==> src/rtl/riscv_id_if.sv <==
// IF->ID input and ID/EX register output bundle of the RV32I decode stage.
// slave = the decode stage itself, master = whoever drives fetch results and consumes ID/EX.
interface riscv_id_if #(parameter int XLEN = 32);
  logic [XLEN-1:0] if_pc;
  logic [31:0]     if_instr;
  logic            flush;
  logic            bubble;
  logic            id_valid;
  logic [XLEN-1:0] id_pc;
  logic [6:0]      id_opcode;
  logic [4:0]      id_rd;
  logic [4:0]      id_rs1;
  logic [4:0]      id_rs2;
  logic [2:0]      id_funct3;
  logic [6:0]      id_funct7;
  logic [31:0]     id_imm;
  logic            id_reg_write;
  logic            id_mem_read;
  logic            id_mem_write;
  logic            id_branch;
  logic            id_jump;
  logic            id_alu_imm;
  logic            id_illegal;

  modport slave (
    input  if_pc, if_instr, flush,
    output bubble, id_valid, id_pc, id_opcode, id_rd, id_rs1, id_rs2, id_funct3,
           id_funct7, id_imm, id_reg_write, id_mem_read, id_mem_write, id_branch,
           id_jump, id_alu_imm, id_illegal
  );

  modport master (
    output if_pc, if_instr, flush,
    input  bubble, id_valid, id_pc, id_opcode, id_rd, id_rs1, id_rs2, id_funct3,
           id_funct7, id_imm, id_reg_write, id_mem_read, id_mem_write, id_branch,
           id_jump, id_alu_imm, id_illegal
  );
endinterface

==> src/rtl/riscv_id.sv <==
// RV32I decode stage: field/immediate/control decode into an ID/EX register,
// load-use stall generation toward IF, and flush squashing from EX.
module riscv_id #(
  parameter int XLEN          = 32,
  parameter bit HAZARD_DETECT = 1'b1
) (
  input logic        clk,
  input logic        rst,
  riscv_id_if.slave  bus
);

  localparam logic [6:0] OP_LUI    = 7'b0110111;
  localparam logic [6:0] OP_AUIPC  = 7'b0010111;
  localparam logic [6:0] OP_JAL    = 7'b1101111;
  localparam logic [6:0] OP_JALR   = 7'b1100111;
  localparam logic [6:0] OP_BRANCH = 7'b1100011;
  localparam logic [6:0] OP_LOAD   = 7'b0000011;
  localparam logic [6:0] OP_STORE  = 7'b0100011;
  localparam logic [6:0] OP_OPIMM  = 7'b0010011;
  localparam logic [6:0] OP_OP     = 7'b0110011;
  localparam logic [6:0] OP_MISC   = 7'b0001111;
  localparam logic [6:0] OP_SYSTEM = 7'b1110011;

  typedef struct packed {
    logic            valid;
    logic [XLEN-1:0] pc;
    logic [6:0]      opcode;
    logic [4:0]      rd;
    logic [4:0]      rs1;
    logic [4:0]      rs2;
    logic [2:0]      funct3;
    logic [6:0]      funct7;
    logic [31:0]     imm;
    logic            reg_write;
    logic            mem_read;
    logic            mem_write;
    logic            branch;
    logic            jump;
    logic            alu_imm;
    logic            illegal;
  } idex_t;

  idex_t       dec, q;
  logic        use_rs1, use_rs2, load_use;
  logic [31:0] ins, imm_i, imm_s, imm_b, imm_u, imm_j;

  assign ins   = bus.if_instr;
  assign imm_i = {{20{ins[31]}}, ins[31:20]};
  assign imm_s = {{20{ins[31]}}, ins[31:25], ins[11:7]};
  assign imm_b = {{19{ins[31]}}, ins[31], ins[7], ins[30:25], ins[11:8], 1'b0};
  assign imm_u = {ins[31:12], 12'b0};
  assign imm_j = {{11{ins[31]}}, ins[31], ins[19:12], ins[20], ins[30:21], 1'b0};

  // Every legal opcode ends in 2'b11, so the case default also covers instr[1:0] != 2'b11.
  always_comb begin
    dec        = '0;
    dec.valid  = 1'b1;
    dec.pc     = bus.if_pc;
    dec.opcode = ins[6:0];
    dec.rd     = ins[11:7];
    dec.rs1    = ins[19:15];
    dec.rs2    = ins[24:20];
    dec.funct3 = ins[14:12];
    dec.funct7 = ins[31:25];
    use_rs1    = 1'b0;
    use_rs2    = 1'b0;
    case (ins[6:0])
      OP_LUI, OP_AUIPC: begin
        dec.reg_write = 1'b1; dec.alu_imm = 1'b1; dec.imm = imm_u;
      end
      OP_JAL: begin
        dec.reg_write = 1'b1; dec.jump = 1'b1; dec.imm = imm_j;
      end
      OP_JALR: begin
        dec.reg_write = 1'b1; dec.jump = 1'b1; dec.alu_imm = 1'b1; dec.imm = imm_i;
        use_rs1 = 1'b1;
      end
      OP_BRANCH: begin
        dec.branch = 1'b1; dec.imm = imm_b;
        use_rs1 = 1'b1; use_rs2 = 1'b1;
      end
      OP_LOAD: begin
        dec.reg_write = 1'b1; dec.mem_read = 1'b1; dec.alu_imm = 1'b1; dec.imm = imm_i;
        use_rs1 = 1'b1;
      end
      OP_STORE: begin
        dec.mem_write = 1'b1; dec.alu_imm = 1'b1; dec.imm = imm_s;
        use_rs1 = 1'b1; use_rs2 = 1'b1;
      end
      OP_OPIMM: begin
        dec.reg_write = 1'b1; dec.alu_imm = 1'b1; dec.imm = imm_i;
        use_rs1 = 1'b1;
      end
      OP_OP: begin
        dec.reg_write = 1'b1;
        use_rs1 = 1'b1; use_rs2 = 1'b1;
      end
      OP_MISC:   dec.imm = 32'h0;
      OP_SYSTEM: dec.imm = imm_i;
      default:   dec.illegal = 1'b1;
    endcase
  end

  // Stall only against a load already sitting in ID/EX; the inserted NOP clears the condition.
  generate
    if (HAZARD_DETECT) begin : g_hz
      assign load_use = rst && !bus.flush && q.valid && q.mem_read && (q.rd != 5'd0) &&
                        ((use_rs1 && dec.rs1 == q.rd) || (use_rs2 && dec.rs2 == q.rd));
    end else begin : g_no_hz
      assign load_use = 1'b0;
    end
  endgenerate

  always_ff @(posedge clk) begin
    if (!rst)                        q <= '0;
    else if (bus.flush || load_use) q <= '0;
    else                             q <= dec;
  end

  assign bus.bubble       = load_use;
  assign bus.id_valid     = q.valid;
  assign bus.id_pc        = q.pc;
  assign bus.id_opcode    = q.opcode;
  assign bus.id_rd        = q.rd;
  assign bus.id_rs1       = q.rs1;
  assign bus.id_rs2       = q.rs2;
  assign bus.id_funct3    = q.funct3;
  assign bus.id_funct7    = q.funct7;
  assign bus.id_imm       = q.imm;
  assign bus.id_reg_write = q.reg_write;
  assign bus.id_mem_read  = q.mem_read;
  assign bus.id_mem_write = q.mem_write;
  assign bus.id_branch    = q.branch;
  assign bus.id_jump      = q.jump;
  assign bus.id_alu_imm   = q.alu_imm;
  assign bus.id_illegal   = q.illegal;

endmodule

==> src/flat_wrapper.sv <==
// flat-port wrapper written by rule: the top's interface ports become plain ports
module riscv_id_flat 
#(
  parameter int XLEN          = 32,
  parameter bit HAZARD_DETECT = 1'b1
)
  (clk, rst, bus_if_pc, bus_if_instr, bus_flush, bus_bubble, bus_id_valid, bus_id_pc, bus_id_opcode, bus_id_rd, bus_id_rs1, bus_id_rs2, bus_id_funct3, bus_id_funct7, bus_id_imm, bus_id_reg_write, bus_id_mem_read, bus_id_mem_write, bus_id_branch, bus_id_jump, bus_id_alu_imm, bus_id_illegal);
  riscv_id_if #(.XLEN(XLEN)) bus_i ();
  input logic clk;
  input logic rst;
  input wire logic [$bits(bus_i.if_pc)-1:0] bus_if_pc;
  input wire logic [$bits(bus_i.if_instr)-1:0] bus_if_instr;
  input wire logic [$bits(bus_i.flush)-1:0] bus_flush;
  output wire logic [$bits(bus_i.bubble)-1:0] bus_bubble;
  output wire logic [$bits(bus_i.id_valid)-1:0] bus_id_valid;
  output wire logic [$bits(bus_i.id_pc)-1:0] bus_id_pc;
  output wire logic [$bits(bus_i.id_opcode)-1:0] bus_id_opcode;
  output wire logic [$bits(bus_i.id_rd)-1:0] bus_id_rd;
  output wire logic [$bits(bus_i.id_rs1)-1:0] bus_id_rs1;
  output wire logic [$bits(bus_i.id_rs2)-1:0] bus_id_rs2;
  output wire logic [$bits(bus_i.id_funct3)-1:0] bus_id_funct3;
  output wire logic [$bits(bus_i.id_funct7)-1:0] bus_id_funct7;
  output wire logic [$bits(bus_i.id_imm)-1:0] bus_id_imm;
  output wire logic [$bits(bus_i.id_reg_write)-1:0] bus_id_reg_write;
  output wire logic [$bits(bus_i.id_mem_read)-1:0] bus_id_mem_read;
  output wire logic [$bits(bus_i.id_mem_write)-1:0] bus_id_mem_write;
  output wire logic [$bits(bus_i.id_branch)-1:0] bus_id_branch;
  output wire logic [$bits(bus_i.id_jump)-1:0] bus_id_jump;
  output wire logic [$bits(bus_i.id_alu_imm)-1:0] bus_id_alu_imm;
  output wire logic [$bits(bus_i.id_illegal)-1:0] bus_id_illegal;
  assign bus_i.if_pc = bus_if_pc;
  assign bus_i.if_instr = bus_if_instr;
  assign bus_i.flush = bus_flush;
  assign bus_bubble = bus_i.bubble;
  assign bus_id_valid = bus_i.id_valid;
  assign bus_id_pc = bus_i.id_pc;
  assign bus_id_opcode = bus_i.id_opcode;
  assign bus_id_rd = bus_i.id_rd;
  assign bus_id_rs1 = bus_i.id_rs1;
  assign bus_id_rs2 = bus_i.id_rs2;
  assign bus_id_funct3 = bus_i.id_funct3;
  assign bus_id_funct7 = bus_i.id_funct7;
  assign bus_id_imm = bus_i.id_imm;
  assign bus_id_reg_write = bus_i.id_reg_write;
  assign bus_id_mem_read = bus_i.id_mem_read;
  assign bus_id_mem_write = bus_i.id_mem_write;
  assign bus_id_branch = bus_i.id_branch;
  assign bus_id_jump = bus_i.id_jump;
  assign bus_id_alu_imm = bus_i.id_alu_imm;
  assign bus_id_illegal = bus_i.id_illegal;
  riscv_id #(.XLEN(XLEN), .HAZARD_DETECT(HAZARD_DETECT)) u_core (.clk(clk), .rst(rst), .bus(bus_i));
endmodule
==> config.mk <==
export PLATFORM = sky130hd
export DESIGN_NAME = riscv_id_flat
export DESIGN_NICKNAME = d
export VERILOG_FILES = /design/src/rtl/riscv_id_if.sv /design/src/rtl/riscv_id.sv /design/src/flat_wrapper.sv
export SDC_FILE = /design/constraint.sdc
export NUM_CORES = 1
export LEC_CHECK = 0
export ABC_CLOCK_PERIOD_IN_PS = 2660
export BUFFER_PORTS_ARGS = -buffer_cell sky130_fd_sc_hd__buf_4
export CAP_MARGIN = 30
export CORE_ASPECT_RATIO = 1.1
export CORE_MARGIN = 5
export CORE_UTILIZATION = 48
export DETAILED_ROUTE_END_ITERATION = 16
export HOLD_SLACK_MARGIN = 0.03
export PLACE_DENSITY = 0.83
export SETUP_SLACK_MARGIN = 0.4
export SLEW_MARGIN = 40
export SYNTH_ARGS = -nofsm -noshare
export SYNTH_HDL_FRONTEND = slang
export SYNTH_SLANG_ARGS = --single-unit
==> constraint.sdc <==
create_clock -name clk -period 2.66 [get_ports clk]
set_input_delay 0 -clock clk [delete_from_list [all_inputs] [get_ports clk]]
set_output_delay 0 -clock clk [all_outputs]
set_load 0.05 [all_outputs]
==> key figures <==
Pwr
  – Sw power: 0.920 mW
  – Seq pwr share: 0.512
  – Clock power frac: 0.306
  – Cell Int Power: 2.24 mW
  – Power Dens Cells: 506 nW/um^2
  – Combinational power share: 0.182
  – VDD IR max: 0.000272 V
  – Net Sw Frac: 0.291
  – Leakage: roughly 2.7 nW

Flow run
  – Max cap viols: 0

Synth
  – Synthesized flop and latch total: ~100
  – Cell Area, Synth: approximately 4100 um^2
  – Top_reg_cell synth: dfxtp_1
  – Post-synth EDFFs: 0
  – Mapped Nets: about 420
  – Seq/Total Area, Yosys: 0.510
  – Async SR Flop Fraction: 0
  – Top cell type's share of synthesized area: 0.510
  – Synthesized instance count: ~360
  – Ys Warns: 0
  – Yosys top cell by area: dfxtp_1
  – Number of distinct library cells after synthesis: roughly 40
  – Avg Cell Area, Syn: about 11 um^2
  – Main area contributors after synthesis: dfxtp_1 (51%), nor3b_2 (16%), nor3_2 (5.2%)

Global route
  – Congestion Overflow GR: 0
  – M3 GR Usage: 0.0690
  – Vias in the first global route: about 3.8k
  – Pin count of the biggest net entering global routing: 49
  – Total track usage: 0.251
  – Global-route wire length before repair: roughly 21 mm
  – Initial antenna violation count: 0
  – Busiest grt layer: met2
  – Met1 usage: 0.294
  – Met2 usage: 0.433

Detailed routing
  – Initial drt markers: 226
  – Final ANT Viol Nets: 0
  – First-pass DRT Iterations: 5
  – Via count: roughly 3.7k
  – Total routed wirelength: approximately 13 mm
  – DR DRC count: 0
  – Wire length per cell: roughly 19 um
  – Drt via density: roughly 5.4

STA
  – Final Max Slew Viols: 0
  – Unrepaired setup endpoints after global routing: yes
  – Worst-Margin Slew: 0.626 ns
  – Clock Skew: between 0.009 and 0.01 ns
  – Period minus WS final: approximately 2.2 ns
  – Final hold viol count: 0
  – Setup violators final: 0
  – Max Clk Rate: about 0.46 GHz
  – Relative slew slack: 0.581
  – Period utilization: 0.822
  – Total negative slack: 0 ns
  – Hold WS: just over 0.06 ns

Clock network
  – Root Buffer: clkbuf_8
  – H-tree level count: 3
  – Clock latency on the worst-skew pair: 0.37 ns
  – Num CTS Buffers: 9
  – CTS tree: done
  – Clock sink total: ~100
  – Clk slew on worst S/H paths: 0.10 ns
  – Max Root-Sink Buffers: 2

Outcome
  – Status: complete, no violations

Placed design
  – Final GP Congestion: ~0.87
  – DP Wirelength: roughly 8.5 mm
  – Port buffer count: ~170

Floorplanning
  – Core Area: between 8000 and 9000 um^2
  – Io pins: ~170
  – Die Y-Extent: around 110 um
  – Die X: roughly 98 um
  – Initial Util: 0.488
  – Die Area: roughly 10,000 um^2
  – Rows: 35

Worst setup path
  – Crit path required time: 2.66 ns
  – CP arrival: roughly 2.2 ns
  – WS Path Type: reg -> out
  – CP Capture Type: output port
  – Startpoint Class: register
  – CP Max Fanout: 11

Final layout
  – Ant diodes: 0
  – Most frequent cells in the layout: buf_4 (176), dfxtp_1 (104), dlygate4sd3_1 (64)
  – Fin nets: ~650
  – Area growth syn-to-layout: 52.9%
  – Commonest non-fill, non-tap cell in the layout: buf_4
  – Share of cells above drive strength 1: 0.471

Hold path
  – Hold Path Class: in -> reg
## what timing repair did
action                                  CTS  global route
endpoints found under the setup margin    1            73
buffers inserted                          1             0
pin swaps                                 1             0
hold buffers                             64             0
resized for setup                         1             2
hold endpoints to repair                 99             0
## cell usage after synthesis, drive strengths merged (2+ instances only)
cell	count
nand4	2
nand2	12
a21boi	2
dfxtp	104
a21oi	29
buf	21
and2	3
nand3	12
nor3b	63
xor2	9
inv	4
a32oi	5
nor3	28
nand2b	3
nor4	2
o21ai	4
a211oi	6
a221oi	3
and3	4
nor2	11
clkbuf	10
nand3b	4
xnor2	2
## layout make-up
| type | count | area, um^2 |
|---|---|---|
| multi-input combinational | 216 | 1780 |
| clock inverter | 6 | 58.8 |
| sequential | 104 | 2080 |
| inverter | 4 | 15.0 |
| tap | 111 | 139 |
| fill | 542 | 2120 |
| clock buffer | 10 | 138 |
| timing repair buffer | 244 | 2030 |
## stage by stage
stage           util  worst slack (ns)  instance area [um^2]  cells  power [mW]
6_report       0.746             0.474                  6240    695        3.16
5_1_grt        0.746             0.361                  6240    695        3.28
4_1_cts        0.745             0.429                  6230    695        3.16
3_5_place_dp   0.644             0.470                  5390    614        2.14
3_3_place_gp   0.644             0.566                  5390    614        2.13
2_1_floorplan      -             0.437                  4080    355        1.95
## path summary, 6_finish.rpt
kind	startpoint	endpoint	slack [ns]	cells after the start
hold / removal	bus_if_instr[6]	u_core.bus.id_opcode[6]	0.06	3
setup / recovery	u_core.bus.id_rd[4]	bus_bubble	0.47	7
hold reg to reg	u_core.bus.id_valid	u_core.bus.id_imm[9]	0.87	3
setup reg to reg	u_core.bus.id_rd[1]	u_core.bus.id_pc[14]	0.49	6
## routing by layer
layer,vias to the layer above,part of all wire,wire [um]
met5,-,0,0
met4,0,0.036,479
met3,54,0.091,1200
met2,243,0.50,6540
met1,1723,0.37,4910
li1,1707,-,-
## registers in the layout, summed over array words and instances (netlist names)
register                 count
u_core.bus.id_rs1            5
u_core.bus.id_opcode         7
u_core.bus.id_rs2            5
u_core.bus.id_reg_write      1
u_core.bus.id_mem_read       1
u_core.bus.id_pc            32
u_core.bus.id_illegal        1
u_core.bus.id_valid          1
u_core.bus.id_funct7         7
u_core.bus.id_alu_imm        1
u_core.bus.id_imm           32
u_core.bus.id_rd             5
u_core.bus.id_branch         1
u_core.bus.id_mem_write      1
u_core.bus.id_jump           1
u_core.bus.id_funct3         3
## worst max-delay path: stages, from the launching register on
cell and delay (ns):
dfxtp_1 0.46, xor2_1 0.11, nor3_1 0.30, a32oi_1 0.20, o21ai_2 0.21, buf_4 0.20
and2_1 0.14, buf_4 0.20
## power by group through the flow
stage	registers [mW]	logic [mW]	clock network, mW
after global placement	1.65	0.480	0
after detailed placement	1.65	0.488	0
after global routing	1.62	0.601	1.06
after floorplan	1.81	0.149	0
after CTS	1.62	0.566	0.979
final	1.62	0.575	0.966
## logic make-up after synthesis
kind of cell           after synthesis  synth area share
AND/OR/NAND/NOR                    148             0.317
buffers and inverters               35            0.0586
XOR/XNOR                            11            0.0236
flip-flops                         104             0.510
AO/OA/AOI/OAI                       56            0.0883
multiplexers                         1           0.00245
Power figures use the tool's default switching activity.
